`src/rtl/addsub_seq_ctrl.sv`:
```
// Nibble-serial add/subtract sequencer: one WIDTH-bit add or subtract computed
// four bits per cycle on a single 4-bit slice, with signed overflow, zero and negative flags.
module addsub_seq_ctrl #(
    parameter int WIDTH = 16
) (
    input  logic             clk,
    input  logic             rst,
    input  logic             start,
    input  logic [WIDTH-1:0] A,
    input  logic [WIDTH-1:0] B,
    input  logic             sub,
    output logic             busy,
    output logic             done,
    output logic [WIDTH-1:0] Sum,
    output logic             Ovfl,
    output logic             Zero,
    output logic             Neg
);
    // state  | meaning
    // IDLE   | waiting for start; results and flags hold
    // RUN    | one nibble per cycle, k = 0 .. N-1
    // DONE   | one-cycle done pulse, results valid
    localparam int N  = WIDTH / 4;
    localparam int KW = (N > 1) ? $clog2(N) : 1;
    localparam logic [KW-1:0] K_LAST = KW'(N - 1);

    localparam logic [1:0] S_IDLE = 2'd0;
    localparam logic [1:0] S_RUN  = 2'd1;
    localparam logic [1:0] S_DONE = 2'd2;

    logic [1:0]       state_q, state_d;
    logic [WIDTH-1:0] a_q, a_d;
    logic [WIDTH-1:0] b_q, b_d;
    logic             sub_q, sub_d;
    logic             carry_q, carry_d;
    logic [KW-1:0]    k_q, k_d;
    logic [WIDTH-1:0] sum_q, sum_d;
    logic             ovfl_q, ovfl_d;
    logic             zero_q, zero_d;
    logic             neg_q, neg_d;

    logic [3:0] nib_a;
    logic [3:0] nib_b;
    logic [3:0] lo3;
    logic [4:0] nib_sum;

    always_comb begin
        nib_a   = a_q[4*k_q +: 4];
        nib_b   = b_q[4*k_q +: 4] ^ {4{sub_q}};
        // lo3[3] is the carry into the nibble's top bit, needed for overflow
        lo3     = {1'b0, nib_a[2:0]} + {1'b0, nib_b[2:0]} + {3'b000, carry_q};
        nib_sum = {1'b0, nib_a} + {1'b0, nib_b} + {4'b0000, carry_q};
    end

    always_comb begin
        state_d = state_q;
        a_d     = a_q;
        b_d     = b_q;
        sub_d   = sub_q;
        carry_d = carry_q;
        k_d     = k_q;
        sum_d   = sum_q;
        ovfl_d  = ovfl_q;
        zero_d  = zero_q;
        neg_d   = neg_q;
        case (state_q)
            S_IDLE: begin
                if (start) begin
                    a_d     = A;
                    b_d     = B;
                    sub_d   = sub;
                    carry_d = sub;
                    k_d     = '0;
                    ovfl_d  = 1'b0;
                    zero_d  = 1'b0;
                    neg_d   = 1'b0;
                    state_d = S_RUN;
                end
            end
            S_RUN: begin
                sum_d[4*k_q +: 4] = nib_sum[3:0];
                carry_d           = nib_sum[4];
                k_d               = k_q + KW'(1);
                if (k_q == K_LAST) begin
                    ovfl_d  = lo3[3] ^ nib_sum[4];
                    zero_d  = (sum_d == '0);
                    neg_d   = sum_d[WIDTH-1];
                    state_d = S_DONE;
                end
            end
            S_DONE: begin
                state_d = S_IDLE;
            end
            default: begin
                state_d = S_IDLE;
            end
        endcase
    end

    always_ff @(posedge clk) begin
        if (rst) begin
            state_q <= S_IDLE;
            a_q     <= '0;
            b_q     <= '0;
            sub_q   <= 1'b0;
            carry_q <= 1'b0;
            k_q     <= '0;
            sum_q   <= '0;
            ovfl_q  <= 1'b0;
            zero_q  <= 1'b0;
            neg_q   <= 1'b0;
        end else begin
            state_q <= state_d;
            a_q     <= a_d;
            b_q     <= b_d;
            sub_q   <= sub_d;
            carry_q <= carry_d;
            k_q     <= k_d;
            sum_q   <= sum_d;
            ovfl_q  <= ovfl_d;
            zero_q  <= zero_d;
            neg_q   <= neg_d;
        end
    end

    assign busy = (state_q == S_RUN);
    assign done = (state_q == S_DONE);
    assign Sum  = sum_q;
    assign Ovfl = ovfl_q;
    assign Zero = zero_q;
    assign Neg  = neg_q;

endmodule

```
`config.mk`:
```
export PLATFORM = sky130hd
export DESIGN_NAME = addsub_seq_ctrl
export DESIGN_NICKNAME = d
export VERILOG_FILES = /design/src/rtl/addsub_seq_ctrl.sv
export SDC_FILE = /design/constraint.sdc
export NUM_CORES = 1
export LEC_CHECK = 0
export ABC_AREA = 0
export BUFFER_PORTS_ARGS = -buffer_cell sky130_fd_sc_hd__buf_4
export CORE_UTILIZATION = 40
export CTS_BUF_LIST = sky130_fd_sc_hd__clkbuf_8
export DETAILED_ROUTE_END_ITERATION = 12
export GPL_TIMING_DRIVEN = 0
export PLACE_DENSITY = 0.67
export SYNTH_ARGS = -nofsm -noshare
export SYNTH_HDL_FRONTEND = slang
export SYNTH_SLANG_ARGS = --single-unit
```
`constraint.sdc`:
```
create_clock -name clk -period 5.11 [get_ports clk]
set_input_delay 1.022 -clock clk [delete_from_list [all_inputs] [get_ports clk]]
set_output_delay 1.022 -clock clk [all_outputs]
set_load 0.1 [all_outputs]
```
---- Word level (Yosys, flattened, before mapping) ----
Index checks and enable logic that the tools add are counted.
cells by class
  bitwise gates (word level) .............. 2
  reductions and logical operators ........ 7
  muxes and demuxes ....................... 15
  shifts and indexed selects .............. 4
  add/sub/neg operators ................... 6
  equality and inequality tests ........... 5
operators with widths
  kind                                                   number
  negation 4 -> 34 bit                                   1
  variable shift 4 x 34 -> 16 bit, first input constant  1
  indexed part select 4 x 34 -> 16 bit                   1
  indexed part select 16 x 5 -> 4 bit                    2
  bitwise mux 16 bit                                     1
  logical NOT 16 bit                                     1
  one-hot mux 1 bit (2 select lines)                     4
  one-hot mux 2 bit (2 select lines)                     2
  2-to-1 mux 2 bit                                       3
  AND reduction 2 bit                                    3
  adder 4 x 4 -> 5 bit                                   1
  adder 5 x 1 -> 5 bit                                   1
  2-to-1 mux 1 bit                                       5
  adder 3 x 3 -> 4 bit                                   1
  adder 4 x 1 -> 4 bit                                   1
  equality test 2 bit, second input constant             2
  bitwise XOR 4 bit                                      1
  AND reduction 3 bit                                    1
  adder 2 x 1 -> 2 bit, second input constant            1
  equality test 2 x 1 -> 1 bit, second input constant    1
  logical NOT 2 bit                                      1
  inequality test 2 x 1 -> 1 bit, second input constant  1
  inequality test 2 bit, second input constant           1
  nonzero test 2 bit                                     1
  bitwise XOR 1 bit                                      1
word-level totals
  register bits ........................... 57
  output and inout port bits .............. 21
  input port bits ......................... 36
  word-level logic and storage cells ...... 49

---- Longest topological paths before layout ----
  word-level depth ........................ 9
  depth in mapped cells ................... 11

---- Worst setup path after synthesis ----
No wires, ideal clock.
  kind .................................... register to register
  start ................................... register k_q[0]
  end ..................................... register zero_q (netlist: Zero)
  cell stages (with the launch flop) ...... 12
  path buffers ............................ 2
  slack ................................... 2.018 ns
  arrival ................................. 3.023 ns
  data required time ...................... 5.041 ns
  library setup time ...................... 0.069 ns
  path through ............................ dfxtp_1 -> buf_4 -> buf_2 -> mux4_2 -> xnor2_1 -> fa_1 -> fa_1 -> nand2_1 -> and3_1 -> nor4_1 -> nand4_1 -> o21ai_1
between the ends
  word-level cells in the longest chain between the ends .. 9
  elaborated cells on any way between the ends .. 15
ends and longest elaborated chain
  item                                  line  source
  start, declared                       36    logic [KW-1:0] k_q, k_d;
  start signal, assigned                118   k_q <= k_d;
  indexed part select 16 x 5 -> 4 bit   49    nib_b = b_q[4*k_q +: 4] ^ {4{sub_q}};
  bitwise XOR 4 bit                     49
  adder 4 x 4 -> 5 bit                  52    nib_sum = {1'b0, nib_a} + {1'b0, nib_b} + {4'b0000, carry_q};
  adder 5 x 1 -> 5 bit                  52
  indexed part select 4 x 34 -> 16 bit  81    sum_d[4*k_q +: 4] = nib_sum[3:0];
  bitwise mux 16 bit                    81
  logical NOT 16 bit                    86    zero_d = (sum_d == '0);
  2-to-1 mux 1 bit                      84    if (k_q == K_LAST) begin
  one-hot mux 1 bit (2 select lines)    66    case (state_q)
  end signal, assigned                  121   zero_q <= zero_d;
  end, declared                         39    logic zero_q, zero_d;
Parallel ways exist; a longest one is shown, timed or not. The select of a mux whose other input is x is not followed.
A chain may end at the register's enable or synchronous reset.

---- Final worst setup path ----
Same ends and word-level chain as after synthesis.

==> impl_table.tex <==
\begin{tabular}{lr}
\hline
Metric & Value \\
\hline
\multicolumn{2}{l}{\textbf{Timing}} \\
\quad Rel. slew slack & 0.488 \\
\quad Min Clock Period, post-route & 3.60 ns \\
\quad Max Transition Viols Final & 0 \\
\quad Highest clock rate & 278 MHz \\
\quad Final hold violations & 0 \\
\quad Setup repair after global routing missed its margin & false \\
\quad Worst slew pin tran & 0.763 ns \\
\quad Total Negative Setup Slacks & 0 ns \\
\quad Fraction of the cycle the final worst path needs & 0.705 \\
\quad Number of setup violations in the final report & 0 \\
\quad Layout Skew & 0.00607 ns \\
\multicolumn{2}{l}{\textbf{Die}} \\
\quad Area of the core region & 6420 µm² \\
\quad Number of top-level pins & 57 \\
\quad Effective utilization at floorplan & 0.421 \\
\quad Die outline width & 84.2 µm \\
\quad Die height & 84.2 µm \\
\quad Die area & 7100 µm² \\
\quad Placement row count & 29 \\
\multicolumn{2}{l}{\textbf{Pwr}} \\
\quad Maximum resistive drop on vdd & 0.151 mV \\
\quad Total power density per cell area & 338 nW/µm² \\
\quad Leakage component of the power & 1.41 nW \\
\multicolumn{2}{l}{\textbf{Hold path}} \\
\quad Hold Crit Class & reg -> reg \\
\multicolumn{2}{l}{\textbf{Placed design}} \\
\quad HPWL after detailed placement & 5090 µm \\
\quad Number of port buffers & 56 \\
\quad Weighted congestion at the end of routability-driven global placement & 0.835 \\
\quad Cell area after placement & 3220 µm² \\
\multicolumn{2}{l}{\textbf{Cells and area}} \\
\quad Most frequent cells in the layout & nand2\_1 (86), dfxtp\_1 (57), buf\_4 (57), a21oi\_1 (50), nor2\_1 (23) \\
\quad Area of the multi-input gates & 1440 µm² \\
\quad Fraction of layout instances using a drive strength above 1 & 0.226 \\
\quad Final design instance area without fill & 3430 µm² \\
\quad Most common cell after layout, fill and taps aside & nand2\_1 \\
\quad Area added between synthesis and finish & 26.9\% \\
\quad Number of diodes & 0 \\
\quad Sequential cell area & 1140 µm² \\
\quad Final layout net count & 440 \\
\quad Fill cell instance count of the final layout & 651 \\
\multicolumn{2}{l}{\textbf{Routing}} \\
\quad Routed WL per cell & 14.5 µm \\
\quad Via count normalized by instance count & 5.25 \\
\quad DRC violations left & 10 \\
\quad Count of vias placed by the detailed router & 2,496 \\
\quad Total wire length & 6910 µm \\
\quad Number of nets with antenna violations after detailed routing & 0 \\
\quad Initial drt markers & 105 \\
\quad First-pass iteration count of the detailed router & 8 \\
\multicolumn{2}{l}{\textbf{Worst setup path}} \\
\quad Combined buffer and inverter count along the critical path & 2 \\
\quad Worst EP arrival & 3.83 ns \\
\quad Cell-by-cell listing of the critical path & buf\_4 > buf\_2 > mux4\_2 > xnor2\_1 > fa\_1 > fa\_1 > xnor2\_1 > o21a\_1 > a211oi\_1 > nand4\_1 > o21ai\_1 \\
\quad Setup CP Type & reg -> reg \\
\quad Crit-path max FO & 10 \\
\quad Element type at the critical path end & flip-flop \\
\quad Worst Setup Start Kind & flip-flop \\
\quad Data required, critical path & 5.34 ns \\
\quad Top delay family on crit path & adder cells \\
\quad CP max-delay cell & xnor2\_1 \\
\quad Worst path max stage delay & 0.63 ns \\
\multicolumn{2}{l}{\textbf{Logic synthesis}} \\
\quad Count of flip-flops with a built-in enable after synthesis & 0 \\
\quad Seq/Total Area, Yosys & 0.422 \\
\quad Cells after synthesis & 326 \\
\quad Primary FF master, synth & dfxtp\_1 \\
\quad Post-synth top area share & 0.422 \\
\quad Post-synth design cell area & 2710 µm² \\
\quad Mean cell area of the mapped netlist & 8.30 µm² \\
\quad Synth top area cells & dfxtp\_1 (42\%), nand2\_1 (12\%), a21oi\_1 (9.3\%) \\
\quad Netlist cell types & 44 \\
\quad Post-Synthesis Net Count & 373 \\
\quad Synthesis-stage register bit count & 57 \\
\quad Area leader, netlist & dfxtp\_1 \\
\quad Async SR Flop Fraction & 0 \\
\quad Synth warnings & 0 \\
\multicolumn{2}{l}{\textbf{Clock network}} \\
\quad Clock latency reported for the late side of the worst-skew pair & 0.33 ns \\
\quad Max H-tree Level & 3 \\
\quad Post-cts repair resize count & 0 \\
\quad Clock sink count & 57 \\
\quad Root cell of the clock tree & clkbuf\_8 \\
\quad \# hold bufs at CTS & 0 \\
\quad Clock transition at the registers of the reported paths & 0.07 ns \\
\quad Clock tree from TritonCTS & built \\
\quad Post-CTS Setup Bufs & 0 \\
\quad Clock buffers created by TritonCTS & 9 \\
\quad Maximum clock path buffer count & 2 \\
\multicolumn{2}{l}{\textbf{Global route}} \\
\quad First-pass GRT wire length & 11,300 µm \\
\quad Maximum number of pins on one net before global-route repair & 11 \\
\quad Antenna violations before repair & 0 \\
\quad Tot GR Track Use & 0.203 \\
\quad Number of global-route vias before repair & 2,379 \\
\quad Global route total overflow & 0 \\
\multicolumn{2}{l}{\textbf{Status}} \\
\quad Run status & complete, but fails checks \\
\quad Violations in the final reports & DRC \\
\multicolumn{2}{l}{\textbf{Flow run}} \\
\quad Count of maximum capacitance violations & 0 \\
\hline
\end{tabular}
area by class of cell:
| cell class | count | area share |
|---|---|---|
| Clock buffer | 9 | 0.0361 |
| Tap cell | 77 | 0.0281 |
| Multi-Input combinational cell | 239 | 0.420 |
| Sequential cell | 57 | 0.332 |
| Clock inverter | 7 | 0.0252 |
| Inverter | 9 | 0.00984 |
| Buffer | 21 | 0.0259 |
| Timing Repair Buffer | 56 | 0.122 |
metrics by stage:
| stage | power (mW) | hold slack (ns) | setup WS [ns] | cells | utilization |
|---|---|---|---|---|---|
| detailed placement | 0.714 | 0.447 | 1.47 | 459 | 0.502 |
| CTS | 1.16 | 0.456 | 1.47 | 475 | 0.534 |
| global route | 1.20 | 0.470 | 1.26 | 475 | 0.534 |
| finish | 1.16 | 0.455 | 1.51 | 475 | 0.534 |
| global placement | 0.710 | 0.439 | 1.56 | 459 | 0.502 |
| floorplan | 0.642 | 0.433 | 2.02 | 326 | - |
cell usage after synthesis, types with 2 or more instances:
| master | count |
|---|---|
| nand2_1 | 86 |
| dfxtp_1 | 57 |
| a21oi_1 | 50 |
| nor2_1 | 23 |
| clkbuf_1 | 15 |
| ha_1 | 9 |
| inv_1 | 8 |
| mux4_2 | 8 |
| a211oi_1 | 5 |
| buf_2 | 5 |
| nand4_1 | 5 |
| nand3_1 | 4 |
| nor2b_1 | 4 |
| nor4_1 | 4 |
| a22oi_1 | 3 |
| and3_1 | 3 |
| xor2_1 | 3 |
| and2_1 | 2 |
| fa_1 | 2 |
| nand2b_1 | 2 |
| nor3b_1 | 2 |
| o21ai_0 | 2 |
| o22ai_1 | 2 |
| xnor2_1 | 2 |
power by group:
group          total [mW]  internal (mW)  leakage (nW)  switching (mW)
sequential          0.478          0.466         0.466          0.0122
combinational       0.226         0.0830         0.837           0.143
clock               0.456          0.270         0.110           0.186
registers in the layout, summed over array words and instances (netlist names):
signal and flops:
Ovfl 1, b_q 16, k_q 2, a_q 16
state_q 2, sub_q 1, Zero 1, Sum 16
Neg 1, carry_q 1
worst register-to-register path, delay by kind of cell, from the launching register on:
kind                     cells  cell delay, ns
buffers and inverters        2            0.51
adder cells (fa/ha/maj)      2            0.86
multiplexers                 1            0.56
AO/OA/AOI/OAI                3            0.30
AND/OR/NAND/NOR              1            0.08
flip-flops                   1            0.40
XOR/XNOR                     2            0.80
per-layer routing:
metal	GRT usage	wire, µm	vias up	part of all wire
met5	0	0	-	0
met4	0.0784	76	0	0.011
met3	0.0344	329	9	0.048
met2	0.332	3240	73	0.47
met1	0.271	3260	1162	0.47
li1	-	-	1252	-
final timing paths:
check / start / endpoint / slack [ns] / depth (start not counted)
setup / recovery: k_q[0]$_SDFFE_PP0P_ / Zero$_SDFFE_PP0P_ / 1.51 / 11
setup reg to reg: k_q[0]$_SDFFE_PP0P_ / Zero$_SDFFE_PP0P_ / 1.51 / 11
hold reg to reg: b_q[2]$_SDFFE_PP0P_ / b_q[2]$_SDFFE_PP0P_ / 0.46 / 2
hold / removal: b_q[2]$_SDFFE_PP0P_ / b_q[2]$_SDFFE_PP0P_ / 0.46 / 2
cell families (layout without fill, tap and decap cells):
logic type | after synthesis | in the layout | synth area share
simple gates | 142 | 142 | 0.235
fa+ha+maj | 11 | 11 | 0.0564
flops | 57 | 57 | 0.422
xor+xnor | 6 | 6 | 0.0222
buf+inv | 30 | 102 | 0.0453
compound gates | 72 | 72 | 0.152
mux | 8 | 8 | 0.0666
No activity file was read; power rests on OpenSTA's default activity.
